--- config.mk ---
export PLATFORM = sky130hd
export DESIGN_NAME = fml_wrdma_flat
export DESIGN_NICKNAME = d
export VERILOG_FILES = /design/src/rtl/fml_wrdma_if.sv /design/src/rtl/fml_wrdma.sv /design/src/flat_wrapper.sv
export SDC_FILE = /design/constraint.sdc
export NUM_CORES = 1
export LEC_CHECK = 0
export BUFFER_PORTS_ARGS = -buffer_cell sky130_fd_sc_hd__buf_2
export CAP_MARGIN = 20
export CORE_MARGIN = 10
export CORE_UTILIZATION = 60
export CTS_BUF_LIST = sky130_fd_sc_hd__clkbuf_8
export DETAILED_ROUTE_END_ITERATION = 7
export PLACE_DENSITY = 0.8
export SETUP_SLACK_MARGIN = 0.4
export SKIP_LAST_GASP = 1
export SYNTH_ARGS = -nofsm -noshare
export SYNTH_HDL_FRONTEND = slang
export SYNTH_SLANG_ARGS = --single-unit
--- constraint.sdc ---
create_clock -name sys_clk -period 5.7 [get_ports sys_clk]
set_input_delay 0.57 -clock sys_clk [delete_from_list [all_inputs] [get_ports sys_clk]]
set_output_delay 0.57 -clock sys_clk [all_outputs]
set_load 0.05 [all_outputs]
--- src/rtl/fml_wrdma_if.sv ---
// Source word stream plus FML 4x32 write port of the write DMA.
// master = DMA side, slave = stream source / memory controller side.
interface fml_wrdma_if #(
  parameter int sdram_depth = 26
);
  logic                   s_valid;
  logic [31:0]            s_data;
  logic                   s_ready;
  logic [sdram_depth-1:0] fml_adr;
  logic                   fml_stb;
  logic                   fml_we;
  logic [3:0]             fml_sel;
  logic [31:0]            fml_do;
  logic                   fml_ack;

  modport master (
    input  s_valid, s_data, fml_ack,
    output s_ready, fml_adr, fml_stb, fml_we, fml_sel, fml_do
  );

  modport slave (
    output s_valid, s_data, fml_ack,
    input  s_ready, fml_adr, fml_stb, fml_we, fml_sel, fml_do
  );
endinterface

--- src/rtl/fml_wrdma.sv ---
// Stream-to-FML write DMA: words fill a two-half ping-pong buffer while the
// drain FSM writes completed halves out as 4-beat FML bursts.
module fml_wrdma #(
  parameter int sdram_depth = 26
) (
  input  logic                   sys_clk,
  input  logic                   sys_rst_n,
  input  logic                   start,
  input  logic [sdram_depth-1:0] base_adr,
  input  logic [15:0]            nbursts,
  output logic                   busy,
  output logic                   done,
  fml_wrdma_if.master            bus
);

  localparam int DATA_W = 32;
  localparam logic [sdram_depth-1:0] ADR_MASK    = {{(sdram_depth-4){1'b1}}, 4'h0};
  localparam logic [sdram_depth-1:0] BURST_BYTES = {{(sdram_depth-5){1'b0}}, 5'h10};

  typedef enum logic [1:0] {D_IDLE, D_REQ, D_BEAT} dstate_t;

  dstate_t                r_dstate;
  logic                   r_busy;
  logic                   r_done;
  logic [sdram_depth-1:0] r_adr;
  logic [15:0]            r_nbursts;
  logic [15:0]            r_bursts_done;
  logic [17:0]            r_words_acc;
  logic [1:0]             r_full;
  logic                   r_fill_half;
  logic [1:0]             r_fill_idx;
  logic                   r_drain_half;
  logic [1:0]             r_beat;
  logic                   r_stb;
  logic                   r_we;
  logic [3:0]             r_sel;
  logic [sdram_depth-1:0] r_fml_adr;
  logic [DATA_W-1:0]      r_mem [2][4];

  logic                   w_start_ok;
  logic                   w_s_ready;
  logic                   w_push;
  logic                   w_fill_last;
  logic [1:0]             w_set;
  logic [1:0]             w_free;
  logic [1:0]             w_full_eff;
  logic                   w_ack;
  logic                   w_last_beat;
  logic                   w_last_burst;
  logic [DATA_W-1:0]      w_do;

  assign w_start_ok   = start & ~r_busy;
  assign w_s_ready    = r_busy & ~r_full[r_fill_half] & (r_words_acc < {r_nbursts, 2'b00});
  assign w_push       = w_s_ready & bus.s_valid;
  assign w_fill_last  = w_push & (r_fill_idx == 2'd3);
  assign w_set        = {2{w_fill_last}} & (r_fill_half ? 2'b10 : 2'b01);
  assign w_last_beat  = (r_dstate == D_BEAT) & (r_beat == 2'd3);
  assign w_free       = {2{w_last_beat}} & (r_drain_half ? 2'b10 : 2'b01);
  // A half completing this cycle counts as full so the drain can start at once.
  assign w_full_eff   = r_full | w_set;
  assign w_ack        = r_stb & bus.fml_ack;
  assign w_last_burst = ((r_bursts_done + 16'd1) == r_nbursts);

  // Buffer storage: data only, validity lives in r_full.
  always_ff @(posedge sys_clk) begin
    if (w_push) r_mem[r_fill_half][r_fill_idx] <= bus.s_data;
  end

  always_comb begin
    w_do = '0;
    if ((r_dstate == D_REQ) && w_ack) w_do = r_mem[r_drain_half][0];
    else if (r_dstate == D_BEAT)      w_do = r_mem[r_drain_half][r_beat];
  end

  always_ff @(posedge sys_clk or negedge sys_rst_n) begin
    if (!sys_rst_n) begin
      r_dstate      <= D_IDLE;
      r_busy        <= 1'b0;
      r_done        <= 1'b0;
      r_adr         <= '0;
      r_nbursts     <= '0;
      r_bursts_done <= '0;
      r_words_acc   <= '0;
      r_full        <= '0;
      r_fill_half   <= 1'b0;
      r_fill_idx    <= '0;
      r_drain_half  <= 1'b0;
      r_beat        <= '0;
      r_stb         <= 1'b0;
      r_we          <= 1'b0;
      r_sel         <= '0;
      r_fml_adr     <= '0;
    end else begin
      r_done <= 1'b0;

      if (w_start_ok) begin
        if (nbursts == 16'd0) begin
          r_done <= 1'b1;
        end else begin
          r_busy        <= 1'b1;
          r_adr         <= base_adr & ADR_MASK;
          r_nbursts     <= nbursts;
          r_bursts_done <= '0;
          r_words_acc   <= '0;
          r_fill_half   <= 1'b0;
          r_fill_idx    <= '0;
          r_drain_half  <= 1'b0;
        end
      end

      if (w_push) begin
        r_words_acc <= r_words_acc + 18'd1;
        r_fill_idx  <= r_fill_idx + 2'd1;
        if (w_fill_last) r_fill_half <= ~r_fill_half;
      end

      // Fill of one half and release of the other may coincide.
      r_full <= (r_full & ~w_free) | w_set;

      case (r_dstate)
        D_IDLE: begin
          if (r_busy && w_full_eff[r_drain_half]) begin
            r_dstate  <= D_REQ;
            r_stb     <= 1'b1;
            r_we      <= 1'b1;
            r_sel     <= 4'hF;
            r_fml_adr <= r_adr;
          end
        end
        D_REQ: begin
          if (w_ack) begin
            r_dstate <= D_BEAT;
            r_beat   <= 2'd1;
            r_stb    <= 1'b0;
            r_we     <= 1'b0;
            r_sel    <= 4'h0;
          end
        end
        D_BEAT: begin
          if (r_beat == 2'd3) begin
            r_drain_half  <= ~r_drain_half;
            r_adr         <= r_adr + BURST_BYTES;
            r_bursts_done <= r_bursts_done + 16'd1;
            if (w_last_burst) begin
              r_dstate <= D_IDLE;
              r_busy   <= 1'b0;
              r_done   <= 1'b1;
            end else if (w_full_eff[~r_drain_half]) begin
              r_dstate  <= D_REQ;
              r_stb     <= 1'b1;
              r_we      <= 1'b1;
              r_sel     <= 4'hF;
              r_fml_adr <= r_adr + BURST_BYTES;
            end else begin
              r_dstate <= D_IDLE;
            end
          end else begin
            r_beat <= r_beat + 2'd1;
          end
        end
        default: r_dstate <= D_IDLE;
      endcase
    end
  end

  assign busy        = r_busy;
  assign done        = r_done;
  assign bus.s_ready = w_s_ready;
  assign bus.fml_stb = r_stb;
  assign bus.fml_we  = r_we;
  assign bus.fml_sel = r_sel;
  assign bus.fml_adr = r_fml_adr;
  assign bus.fml_do  = w_do;

endmodule

--- src/flat_wrapper.sv ---
// flat-port wrapper written by rule: the top's interface ports become plain ports
module fml_wrdma_flat 
#(
  parameter int sdram_depth = 26
)
  (sys_clk, sys_rst_n, start, base_adr, nbursts, busy, done, bus_s_valid, bus_s_data, bus_fml_ack, bus_s_ready, bus_fml_adr, bus_fml_stb, bus_fml_we, bus_fml_sel, bus_fml_do);
  fml_wrdma_if #(.sdram_depth(sdram_depth)) bus_i ();
  input  logic sys_clk;
  input  logic sys_rst_n;
  input  logic start;
  input  logic [sdram_depth-1:0] base_adr;
  input  logic [15:0] nbursts;
  output logic busy;
  output logic done;
  input wire logic [$bits(bus_i.s_valid)-1:0] bus_s_valid;
  input wire logic [$bits(bus_i.s_data)-1:0] bus_s_data;
  input wire logic [$bits(bus_i.fml_ack)-1:0] bus_fml_ack;
  output wire logic [$bits(bus_i.s_ready)-1:0] bus_s_ready;
  output wire logic [$bits(bus_i.fml_adr)-1:0] bus_fml_adr;
  output wire logic [$bits(bus_i.fml_stb)-1:0] bus_fml_stb;
  output wire logic [$bits(bus_i.fml_we)-1:0] bus_fml_we;
  output wire logic [$bits(bus_i.fml_sel)-1:0] bus_fml_sel;
  output wire logic [$bits(bus_i.fml_do)-1:0] bus_fml_do;
  assign bus_i.s_valid = bus_s_valid;
  assign bus_i.s_data = bus_s_data;
  assign bus_i.fml_ack = bus_fml_ack;
  assign bus_s_ready = bus_i.s_ready;
  assign bus_fml_adr = bus_i.fml_adr;
  assign bus_fml_stb = bus_i.fml_stb;
  assign bus_fml_we = bus_i.fml_we;
  assign bus_fml_sel = bus_i.fml_sel;
  assign bus_fml_do = bus_i.fml_do;
  fml_wrdma #(.sdram_depth(sdram_depth)) u_core (.sys_clk(sys_clk), .sys_rst_n(sys_rst_n), .start(start), .base_adr(base_adr), .nbursts(nbursts), .busy(busy), .done(done), .bus(bus_i));
endmodule
Word level (Yosys, flattened, before mapping)
Memory sizes are Yosys's and may differ from the RTL's.
Cells that the tools add are included.
Operators by class
  mux-type cells: 75
  $lt $le $gt $ge: 7
  $add $sub $neg: 5
  bitwise operators: 20
  equality and inequality tests: 12
  reductions and logical operators: 15
Operators with widths (number)
  two-way mux 26 bit: 8
  two-way mux 32 bit: 5
  two-way mux 128 bit: 1
  binary-select mux 32 bit (select 2 bit): 1
  demux 32 bit (select 2 bit): 1
  two-way mux 16 bit: 4
  two-way mux 18 bit: 3
  case mux 26 bit (2 select lines): 1
  two-way mux 1 bit: 31
  adder 26 x 5 -> 26 bit, second input constant: 1
  two-way mux 2 bit: 11
  two-way mux 4 bit: 5
  adder 18 x 1 -> 18 bit, second input constant: 1
  less-than comparator 18 bit: 1
  adder 16 x 1 -> 16 bit, second input constant: 1
  equality test 16 bit: 1
  logical NOT 16 bit: 1
  case mux 4 bit (3 select lines): 1
  inequality test 2 bit, second input constant: 4
  bitwise AND 1 bit: 7
  bitwise AND 2 bit: 3
  equality test 2 bit, second input constant: 3
  >= comparator 3 bit, second input constant: 2
  less-than comparator 1 x 2 -> 1 bit, second input constant: 3
  19 further kinds: 34
Storage, ports and cells
  logic and storage cells: 150
  memory bits (writable): 256
  memories: 1
  bits of input ports: 79
  register bits after elaboration: 119
Memories
  u_core.r_mem: words 2, bits a word 128, rd ports 1, clocked after memory_dff 0, write ports 1, RTL line fml_wrdma.sv:38  | logic [DATA_W-1:0] r_mem [2][4];

Logic depth before layout (Yosys ltp)
Gate-level depths: netlist of run 1.
  depth after elaboration: 15
  depth in mapped cells: 11

Worst setup path before layout of run 1
OpenSTA, ideal clock, no wires.
  path type: register to register
  from: register u_core.r_words_acc[11]
  to: register u_core.r_fml_adr[10] (netlist: u_core.bus.fml_adr[10])
  setup time: 0.125 ns
  clock period less this slack: 3.538 ns
  stages on the path, launching flop included: 11
  arrival time: 3.413 ns
  path slack: 2.162 ns
  buffers on the path: 1
  cells stage by stage: dfrtp_1 ha_1 a21o_1 a221o_1 a211oi_1 and4_1 nor2_1 nor2_1 o22ai_4 buf_6 mux2_4
On the way
  longest elaborated chain between the ends: 11
RTL lines
  start, declared: RTL line fml_wrdma.sv:28  | logic [17:0] r_words_acc;
  start signal, assigned: RTL line fml_wrdma.sv:112  | r_words_acc <= r_words_acc + 18'd1;
  less-than comparator 18 bit *: RTL line fml_wrdma.sv:53  | assign w_s_ready = r_busy & ~r_full[r_fill_half] & (r_words_acc < {r_nbursts, 2'b00});
  bitwise AND 1 bit *: RTL line fml_wrdma.sv:53
  bitwise AND 1 bit *: RTL line fml_wrdma.sv:54  | assign w_push = w_s_ready & bus.s_valid;
  bitwise AND 1 bit *: RTL line fml_wrdma.sv:55  | assign w_fill_last = w_push & (r_fill_idx == 2'd3);
  bitwise AND 2 bit *: RTL line fml_wrdma.sv:56  | assign w_set = {2{w_fill_last}} & (r_fill_half ? 2'b10 : 2'b01);
  bitwise OR 2 bit *: RTL line fml_wrdma.sv:60  | assign w_full_eff = r_full | w_set;
  two-way mux 1 bit (implied by the code) (2 in a row): RTL line fml_wrdma.sv:122  | if (r_busy && w_full_eff[r_drain_half]) begin
  logical AND 1 bit: RTL line fml_wrdma.sv:122
  inequality test 2 x 1 -> 1 bit (no line)
  AND reduction 5 bit (no line) *
  end signal, assigned: RTL line fml_wrdma.sv:127  | r_fml_adr <= r_adr;
  end signal, assigned: RTL line fml_wrdma.sv:153  | r_fml_adr <= r_adr + BURST_BYTES;
  end, declared: RTL line fml_wrdma.sv:37  | logic [sdram_depth-1:0] r_fml_adr;
Mark *: on every way between the ends. The rest lies on a longest branch, timed or not. The select of a mux whose other input is x is not followed.
A chain may end at the register's enable or synchronous reset.

Final worst setup path of run 1
  from: register u_core.r_words_acc[11]
  to: memory u_core.r_mem[0][70] (netlist name) (enable)
On the way
  longest elaborated chain between the ends: 5
RTL lines
  less-than comparator 18 bit: RTL line fml_wrdma.sv:53
  bitwise AND 1 bit: RTL line fml_wrdma.sv:53
  bitwise AND 1 bit: RTL line fml_wrdma.sv:54
  two-way mux 1 bit: RTL line fml_wrdma.sv:66  | if (w_push) r_mem[r_fill_half][r_fill_idx] <= bus.s_data;
  two-way mux 128 bit (implied by the code): RTL line fml_wrdma.sv:66
  end, declared: RTL line fml_wrdma.sv:38
Every way passes these cells.

==> results.sh, run 1 <==
export IMPL_max_slew_margin_rel_pct=30.7
export IMPL_grt_pass1_vias=10679
export IMPL_crit_path_max_incr_delay_ns=0.59
export IMPL_tns_ns=0
export IMPL_crit_path_top_delay_cell="and2_1"
export IMPL_antenna_found_initial=5
export IMPL_yosysTopAreaCell="edfxtp_1"
export IMPL_vias=10735
export IMPL_io_pins=146
export IMPL_num_rows=60
export IMPL_worstMarginPinSlew_ns=1.04
export IMPL_fin_crit_sh_pct=68.3
export IMPL_ys_types=67
export IMPL_crit_fanout=21
export IMPL_ys_seq_elements=371
export IMPL_arrival_ns=4.14
export IMPL_overflow=0
export IMPL_finalWorstSetupSlack_ns=1.81
export IMPL_dr_pass1_iters=5
export IMPL_clock_path_buffers=3
export IMPL_fin_skew_ns=0.0176
export IMPL_max_freq_ghz=0.257
export IMPL_die_area_um2=34700
export IMPL_nets=1465
export IMPL_die_x_um=186
export IMPL_setup_viol=0
export IMPL_timing_critical_path_required_ns=5.95
export IMPL_drtIter0Drc=1044
export IMPL_cp_start_kind="flop"
export IMPL_post_place_ws_ns=1.81
export IMPL_drv_max_cap_violation_count=0
export IMPL_post_cts_buffers=0
export IMPL_drive_above_1_share_pct=22.7
export IMPL_ant_nets=0
export IMPL_clkLatencyLatePin_ns=0.59
export IMPL_synthToLayoutAreaGrowth_pct=12.8
export IMPL_track_usage_pct=20.8
export IMPL_synth_top_area_share_pct=46.3
export IMPL_clockRootBuffer="clkbuf_8"
export IMPL_synthFlopType="edfxtp_1"
export IMPL_ir_drop_mv=0.257
export IMPL_synth_edff_count=256
export IMPL_cts_buffers=57
export IMPL_clock_sinks=371
export IMPL_viasPerCell=6.03
export IMPL_syn_area_um2=16600
export IMPL_worstHoldPathType="in2async"
export IMPL_portBuffers=141
export IMPL_syn_area_per_cell_um2=13.5
export IMPL_dpl_hpwl_um=22100
export IMPL_async_flop_share_pct=31.0
export IMPL_gp_congestion=0.863
export IMPL_h_tree_depth=2
export IMPL_cts_resized=0
export IMPL_wire_per_inst_um=20.4
export IMPL_routed_wl_um=36400
export IMPL_syn_nets=1327
export IMPL_p_leak_nw=7.17
export IMPL_grt_pass1_wl_um=57000
export IMPL_crit_buf_inv=1
export IMPL_clk_pin_slew_ns=0.06
export IMPL_cp_top_family="simple AND/OR/NAND/NOR gates"
export IMPL_crit_path_end_kind="flop"
export IMPL_cp_cell_sequence="ha_1 > a21o_1 > a221o_1 > a211oi_1 > nand4_1 > nor2_1 > and2_1 > buf_4"
export IMPL_critical_path_class="reg2reg"
export IMPL_pwr_density_cell_nw_per_um2=466
export IMPL_cts_tree="built"
export IMPL_cts_hold_buf=0
export IMPL_netlist_instances=1225
export IMPL_finalHoldViolations=0
export IMPL_synthTopCellsByArea="edfxtp_1 (46%), dfrtp_1 (17%), mux4_2 (4.3%)"
export IMPL_fin_crit_ns=3.89
export IMPL_core_area_um2=27100
export IMPL_initial_core_util_pct=61.2
export IMPL_rsz0062_at_grt="false"
export IMPL_r2r_slack_ns=1.81
export IMPL_grt_max_degree=77
export IMPL_status="finished, final reports clean"
export IMPL_dp_cells=1675
export IMPL_yosysSeqAreaShare_pct=63.7
export IMPL_die_y_um=186
export IMPL_route_detailed_drc=0
export IMPL_instances_no_fill=1781
export IMPL_yosysWarnings=0
export IMPL_drv_slew=0
## worst paths after layout
path                                   startpoint                      to  cells after the start
setup / recovery           u_core.r_words_acc[11]     u_core.r_mem[0][70]                      8
hold / removal                          sys_rst_n   u_core.r_words_acc[7]                      1
setup reg to reg           u_core.r_words_acc[11]     u_core.r_mem[0][70]                      8
hold reg to reg                   u_core.r_adr[2]         u_core.r_adr[2]                      1
max in group asynchronous               sys_rst_n  u_core.bus.fml_adr[14]                      2
min in group sys_clk                   nbursts[5]     u_core.r_nbursts[5]                      3
## metal layers
metal	vias to the layer above	share of wire, %	GRT usage [%]
met5	-	0.13	0
met4	8	1.8	6.06
met3	64	6.6	3.82
met2	362	49	34.1
met1	5372	42	27.9
li1	4929	-	-
## report_power, final
group	total [W]	leakage (nW)	switching, W	internal (W)
clock network	0.00212	0.615	0.00101	0.00111
registers	0.00364	3.73	0.000346	0.00329
logic	0.00297	2.82	0.00186	0.00111
total	0.00873	7.17	0.00321	0.00552
## worst register-to-register path: stages, from the launching register on
cell and delay (ns):
dfrtp_1 0.43, ha_1 0.33, a21o_1 0.16, a221o_1 0.32, a211oi_1 0.40, nand4_1 0.53
nor2_1 0.32, and2_1 0.59, buf_4 0.46
## layout by cell type (no fill, tap or decap), drive strengths merged, types with 25 or more instances in the layout
master  instances
mux2i          70
nand3          25
o21ai          76
o22ai          34
nor2b          34
nor2           56
inv            39
nand2         101
clkbuf         63
dfrtp         115
edfxtp        256
mux2           26
xnor2          26
buf           159
mux4           32
a21oi          49
a211oi         46
## flip-flops by register name, summed over array words and instances, names as in the netlist, 16 cells and up
signal                cells
u_core.r_mem            256
u_core.r_adr             26
u_core.r_bursts_done     16
u_core.bus.fml_adr       26
u_core.r_nbursts         16
u_core.r_words_acc       18
## cell usage after synthesis, drive strengths merged, types with 5 or more instances
| cell | count |
|---|---|
| a211o | 6 |
| a211oi | 46 |
| a21oi | 49 |
| a311oi | 5 |
| and2 | 15 |
| and3 | 17 |
| and4 | 6 |
| buf | 21 |
| clkbuf | 59 |
| dfrtp | 115 |
| edfxtp | 256 |
| ha | 23 |
| inv | 26 |
| mux2 | 26 |
| mux2i | 70 |
| mux4 | 32 |
| nand2 | 101 |
| nand2b | 5 |
| nand3 | 25 |
| nand4 | 17 |
| nor2 | 56 |
| nor2b | 34 |
| nor3 | 8 |
| nor4 | 8 |
| o211ai | 6 |
| o21ai | 76 |
| o22ai | 34 |
| o31ai | 10 |
| xnor2 | 26 |
| xor2 | 17 |
## cell type report
type                    instances  area (µm²)
repair buffers                159         868
clock buffers                  63         867
clock inverters                40         244
inverters                      26        97.6
fillers                      1805        8400
flip-flops and latches        371       10600
diodes                          2        5.00
multi-input cells             748        5590
well taps                     372         465
## through the flow
step	utilization, %	power [W]	instance area [µm²]	hold slack (ns)
final	69.0	0.00873	18700	0.0314
after global routing	69.0	0.00917	18700	0.0502
after CTS	68.9	0.00876	18700	0.0254
after detailed placement	64.8	0.00664	17600	0.484
after global placement	64.8	0.00655	17600	0.466
after floorplan	-	0.00595	16600	0.274
## cell families after synthesis
kind of cell	count (synthesis)	share of synthesized area (%)
fa+ha+maj	23	1.74
buf+inv	106	2.72
flops	371	63.7
simple gates	300	9.07
compound gates	254	9.77
xor+xnor	43	2.27
mux	128	10.7
No activity file was read; power rests on OpenSTA's default activity.
==> inputs of run 2 (changes only) <==
Settings changed: CORE_UTILIZATION 60 to 56, PLACE_DENSITY 0.8 to 0.79.
Clock period 5.7 ns to 3.3 ns, I/O delays scaled along.
==> results.sh, run 2 (synthesis results as in run 1) <==
export IMPL_die_x_um=192
export IMPL_timing_critical_path_required_ns=3.77
export IMPL_worstMarginPinSlew_ns=0.826
export IMPL_fin_crit_ns=2.99
export IMPL_crit_fanout=7
export IMPL_drv_slew=0
export IMPL_route_detailed_drc=0
export IMPL_vias=11368
export IMPL_cts_tree="built"
export IMPL_p_leak_nw=7.81
export IMPL_gp_congestion=0.883
export IMPL_io_pins=146
export IMPL_worstHoldPathType="in2reg"
export IMPL_setup_viol=0
export IMPL_top_layer="met4"
export IMPL_finalHoldViolations=0
export IMPL_crit_path_end_kind="flop"
export IMPL_initial_core_util_pct=57.3
export IMPL_top_register="u_core.r_mem"
export IMPL_dpl_hpwl_um=23900
export IMPL_dr_pass1_iters=7
export IMPL_wire_per_inst_um=21.5
export IMPL_viasPerCell=5.96
export IMPL_cp_cell_sequence="inv_2 > ha_4 > and2_1 > a221o_1 > a211oi_4 > buf_4 > and4_4 > nor2_4 > o22ai_4 > o22ai_4 > buf_4 > clkbuf_16 > mux2_4"
export IMPL_num_rows=62
export IMPL_rsz0062_at_grt="true"
export IMPL_placed_cell_area_um2=18000
export IMPL_grt_max_degree=63
export IMPL_p_int_w=0.0102
export IMPL_antenna_found_initial=4
export IMPL_arrival_ns=3.45
export IMPL_tns_ns=0
export IMPL_met1_length_um=16900
export IMPL_die_area_um2=36900
export IMPL_core_area_um2=28900
export IMPL_cts_buffers=58
export IMPL_ant_nets=0
export IMPL_status="finished, final reports clean"
export IMPL_fin_util_pct=70.0
export IMPL_clockRootBuffer="clkbuf_8"
export IMPL_grt_pass1_wl_um=61700
export IMPL_cp_start_kind="flop"
export IMPL_pwr_density_cell_nw_per_um2=798
export IMPL_crit_path_top_delay_cell="dfrtp_1"
export IMPL_nets=1578
export IMPL_dr_wl_met3_um=3220
export IMPL_largest_reg_flops=256
export IMPL_clkLatencyLatePin_ns=0.63
export IMPL_p_comb_share_pct=39.0
export IMPL_seqPwrFrac_pct=38.4
export IMPL_grt_pass1_vias=11106
export IMPL_fin_crit_sh_pct=90.6
export IMPL_synthToLayoutAreaGrowth_pct=22.1
export IMPL_max_freq_ghz=0.335
export IMPL_fill_cells=1844
export IMPL_whs_ns=0.0381
export IMPL_final_common_cell="edfxtp_1"
export IMPL_switching_share_pct=37.2
export IMPL_drtIter0Drc=1135
export IMPL_p_clk_share_pct=22.6
export IMPL_routed_wl_met2_um=20000
export IMPL_finalInstanceArea_um2=20200
export IMPL_h_tree_depth=2
export IMPL_clock_path_buffers=3
export IMPL_portBuffers=141
export IMPL_max_slew_margin_rel_pct=44.9
export IMPL_ir_drop_mv=0.591
export IMPL_clk_pin_slew_ns=0.06
export IMPL_clock_sinks=371
export IMPL_crit_path_max_incr_delay_ns=0.39
export IMPL_routed_wl_um=41000
export IMPL_fin_skew_ns=0.0486
export IMPL_drv_max_cap_violation_count=0
export IMPL_p_switching_w=0.00601
export IMPL_track_usage_pct=21.0
export IMPL_critical_path_class="reg2reg"
export IMPL_final_cell_mix="edfxtp_1 (256), buf_2 (137), dfrtp_1 (104), nand2_1 (100), o21ai_0 (75)"
export IMPL_drive_above_1_share_pct=27.6
export IMPL_overflow=0
export IMPL_die_y_um=192
## run 2: cell types whose count changed in the layout (fill, tap and decap cells not counted), sizes merged
cell and change:
diode +2, and4 +1, clkinvlp -2, clkbuf +3
inv +8, clkinv -4, dlygate4sd3 +59, buf +48
## run 2: cell type report
cell class	count	area [µm²]	share of cell area, %
Antenna cell	4	10.0	0.0494
Clock buffer	62	853	4.21
Clock inverter	42	251	1.24
Inverter	26	100	0.494
Multi-Input combinational cell	749	5900	29.1
Sequential cell	371	10600	52.3
Tap cell	384	480	2.37
Timing Repair Buffer	270	2070	10.2
## run 2: final timing paths
check                                startpoint                       to  slack, ns  depth (start not counted)
max                        u_core.r_nbursts[11]    u_core.bus.fml_adr[6]       0.31                         13
min                                 base_adr[7]          u_core.r_adr[7]       0.04                          3
max reg2reg                u_core.r_nbursts[11]    u_core.bus.fml_adr[6]       0.31                         13
min reg2reg                     u_core.r_adr[3]          u_core.r_adr[3]       0.48                          1
max in group asynchronous             sys_rst_n          u_core.r_adr[6]       2.15                          3
min in group asynchronous             sys_rst_n  u_core.r_bursts_done[6]       0.39                          2
## run 2: power groups by stage
stage,Combinational (W),Clock (W),Sequential (W)
finish,0.00630,0.00366,0.00620
global route,0.00670,0.00395,0.00627
CTS,0.00580,0.00373,0.00617
detailed placement,0.00552,0,0.00631
global placement,0.00539,0,0.00626
floorplan,0.00390,0,0.00653
## run 2: per-stage QoR
stage          worst slack [ns]  power (W)  cells
3_5_place_dp              0.201     0.0118   1706
6_report                  0.311     0.0162   1908
5_1_grt                   0.216     0.0169   1908
4_1_cts                   0.359     0.0157   1879
3_3_place_gp              0.281     0.0116   1706
2_1_floorplan             0.364     0.0104   1225
## run 2: timing repair
action,4_1_cts,5_1_grt
hold buffers,59,0
pin swaps,4,5
gates cloned,0,5
endpoints found under the setup margin,56,164
hold endpoints to repair,342,0
gates resized for setup,16,35
setup buffers,10,20
## run 2: critical path, delay by kind of cell (launching register included)
| family | cells | cell delay [ns] |
|---|---|---|
| AOI/OAI and AO/OA | 4 | 0.91 |
| buffers and inverters | 4 | 0.59 |
| and+or+nand+nor | 3 | 0.48 |
| DFF | 1 | 0.39 |
| muxes | 1 | 0.30 |
| adders and majority gates | 1 | 0.21 |
## run 2: routing by layer
layer | vias to the layer above | global-route usage [%]
li1 | 5171 | -
met1 | 5622 | 28.3
met2 | 504 | 34.0
met3 | 71 | 4.04
met4 | 0 | 6.59
met5 | - | 0
==> inputs of run 3 (changes only) <==
Settings changed: CORE_MARGIN 10 to 1.5.
==> results.sh, run 3 (synthesis results as in run 1) <==
export IMPL_status="finished, final reports clean"
export IMPL_fill_cells=1766
export IMPL_h_tree_depth=2
export IMPL_drive_above_1_share_pct=28.5
export IMPL_largest_reg_flops=256
export IMPL_die_y_um=175
export IMPL_viasPerCell=6.08
export IMPL_p_leak_nw=7.88
export IMPL_rsz0062_at_grt="true"
export IMPL_clkLatencyLatePin_ns=0.62
export IMPL_antenna_found_initial=3
export IMPL_gp_congestion=0.893
export IMPL_critical_path_class="reg2reg"
export IMPL_die_area_um2=30700
export IMPL_arrival_ns=3.38
export IMPL_route_detailed_drc=0
export IMPL_routed_wl_um=40700
export IMPL_drv_max_cap_violation_count=0
export IMPL_io_pins=146
export IMPL_dr_pass1_iters=5
export IMPL_ant_nets=0
export IMPL_rr_worst_depth=13
export IMPL_fin_skew_ns=0.0354
export IMPL_synthToLayoutAreaGrowth_pct=23.0
export IMPL_drv_slew=0
export IMPL_overflow=0
export IMPL_cts_tree="built"
export IMPL_wire_per_inst_um=21.3
export IMPL_cts_buffers=58
export IMPL_hold_path_depth=3
export IMPL_worstHoldPathType="in2reg"
export IMPL_pwr_density_cell_nw_per_um2=793
export IMPL_grt_pass1_vias=11416
export IMPL_fin_crit_sh_pct=87.8
export IMPL_fin_crit_ns=2.90
export IMPL_setup_viol=0
export IMPL_track_usage_pct=24.9
export IMPL_max_slew_margin_rel_pct=36.4
export IMPL_initial_core_util_pct=57.3
export IMPL_grt_pass1_wl_um=59900
export IMPL_top_register="u_core.r_mem"
export IMPL_tns_ns=0
export IMPL_clock_path_buffers=3
export IMPL_crit_path_end_kind="flop"
export IMPL_finalHoldViolations=0
export IMPL_nets=1582
export IMPL_num_rows=62
export IMPL_clockRootBuffer="clkbuf_8"
export IMPL_cp_start_kind="flop"
export IMPL_clock_sinks=371
export IMPL_portBuffers=141
export IMPL_dpl_hpwl_um=21700
export IMPL_core_area_um2=28900
export IMPL_timing_critical_path_required_ns=3.78
export IMPL_worstMarginPinSlew_ns=0.953
export IMPL_clk_pin_slew_ns=0.06
export IMPL_instances_no_fill=1912
export IMPL_vias=11616
export IMPL_grt_max_degree=76
export IMPL_die_x_um=175
export IMPL_max_freq_ghz=0.345
export IMPL_final_common_cell="edfxtp_1"
export IMPL_ir_drop_mv=0.562
export IMPL_drtIter0Drc=1125
export IMPL_final_cell_mix="edfxtp_1 (256), buf_2 (138), dfrtp_1 (103), nand2_1 (99), o21ai_0 (75)"
export IMPL_crit_fanout=7
export IMPL_whs_ns=0.0407
export IMPL_dp_cells=1703
[run 3: cell count changes in the layout (fill, tap and decap cells not counted), sizes merged]
cell	delta
clkinv	+5
clkbuf	+5
and4	-1
diode	-2
buf	+2
inv	-3
bufinv	-1
dlygate4sd3	-1
[run 3: where the power goes]
group	internal, W	switching, W
logic	0.00260	0.00375
registers	0.00568	0.000494
clock network	0.00185	0.00182
[run 3: path summary, 6_finish.rpt]
kind	start	end	slack [ns]
worst min register to register	u_core.r_adr[2]	u_core.r_adr[2]	0.49
min in group asynchronous	sys_rst_n	u_core.bus.fml_adr[6]	0.38
worst max-delay path	u_core.r_nbursts[11]	u_core.bus.fml_adr[17]	0.40
worst max register to register	u_core.r_nbursts[11]	u_core.bus.fml_adr[17]	0.40
max in group asynchronous	sys_rst_n	u_core.bus.fml_adr[3]	2.03
worst min-delay path	base_adr[9]	u_core.r_adr[9]	0.04
[run 3: timing repair]
action	in CTS	in global routing
buffers inserted	9	25
gates resized for setup	11	48
setup endpoints to repair	56	286
hold endpoints to repair	332	0
cloned	0	9
pin swaps	3	8
hold buffers	58	0
[run 3: per-stage QoR]
stage	setup WS, ns	instance area [µm²]	util (%)	power [W]
floorplan	0.364	16800	-	0.0104
global placement	0.303	18000	62.2	0.0116
detailed placement	0.207	18000	62.2	0.0118
CTS	0.378	19800	68.4	0.0156
global route	0.304	20400	70.5	0.0169
finish	0.401	20400	70.5	0.0162
[run 3: layout make-up]
cell class	instances	area [µm²]	share of cell area (%)
well taps	384	480	2.36
inverters	26	97.6	0.478
multi-input cells	748	5930	29.1
diodes	2	5.00	0.0245
clock buffers	63	867	4.25
repair buffers	275	2200	10.8
flip-flops and latches	371	10600	51.9
clock inverters	43	235	1.15
[run 3: metal layers]
layer,vias to the layer above,wire length [µm],global-route usage (%)
met4,2,1160,8.26
met2,545,19900,41.3
met1,5797,16800,33.6
li1,5167,-,-
met3,105,2840,4.48
met5,-,7,0
[run 3: worst max-delay path, cell delays in order (launching register included)]
cell       delay, ns
dfrtp_1         0.39
inv_2           0.09
ha_1            0.24
and2_4          0.16
a221o_1         0.30
a211oi_2        0.26
buf_4           0.17
and4_4          0.25
nor2_4          0.05
o22ai_4         0.12
o22ai_4         0.10
buf_12          0.15
clkbuf_16       0.16
mux2_4          0.30
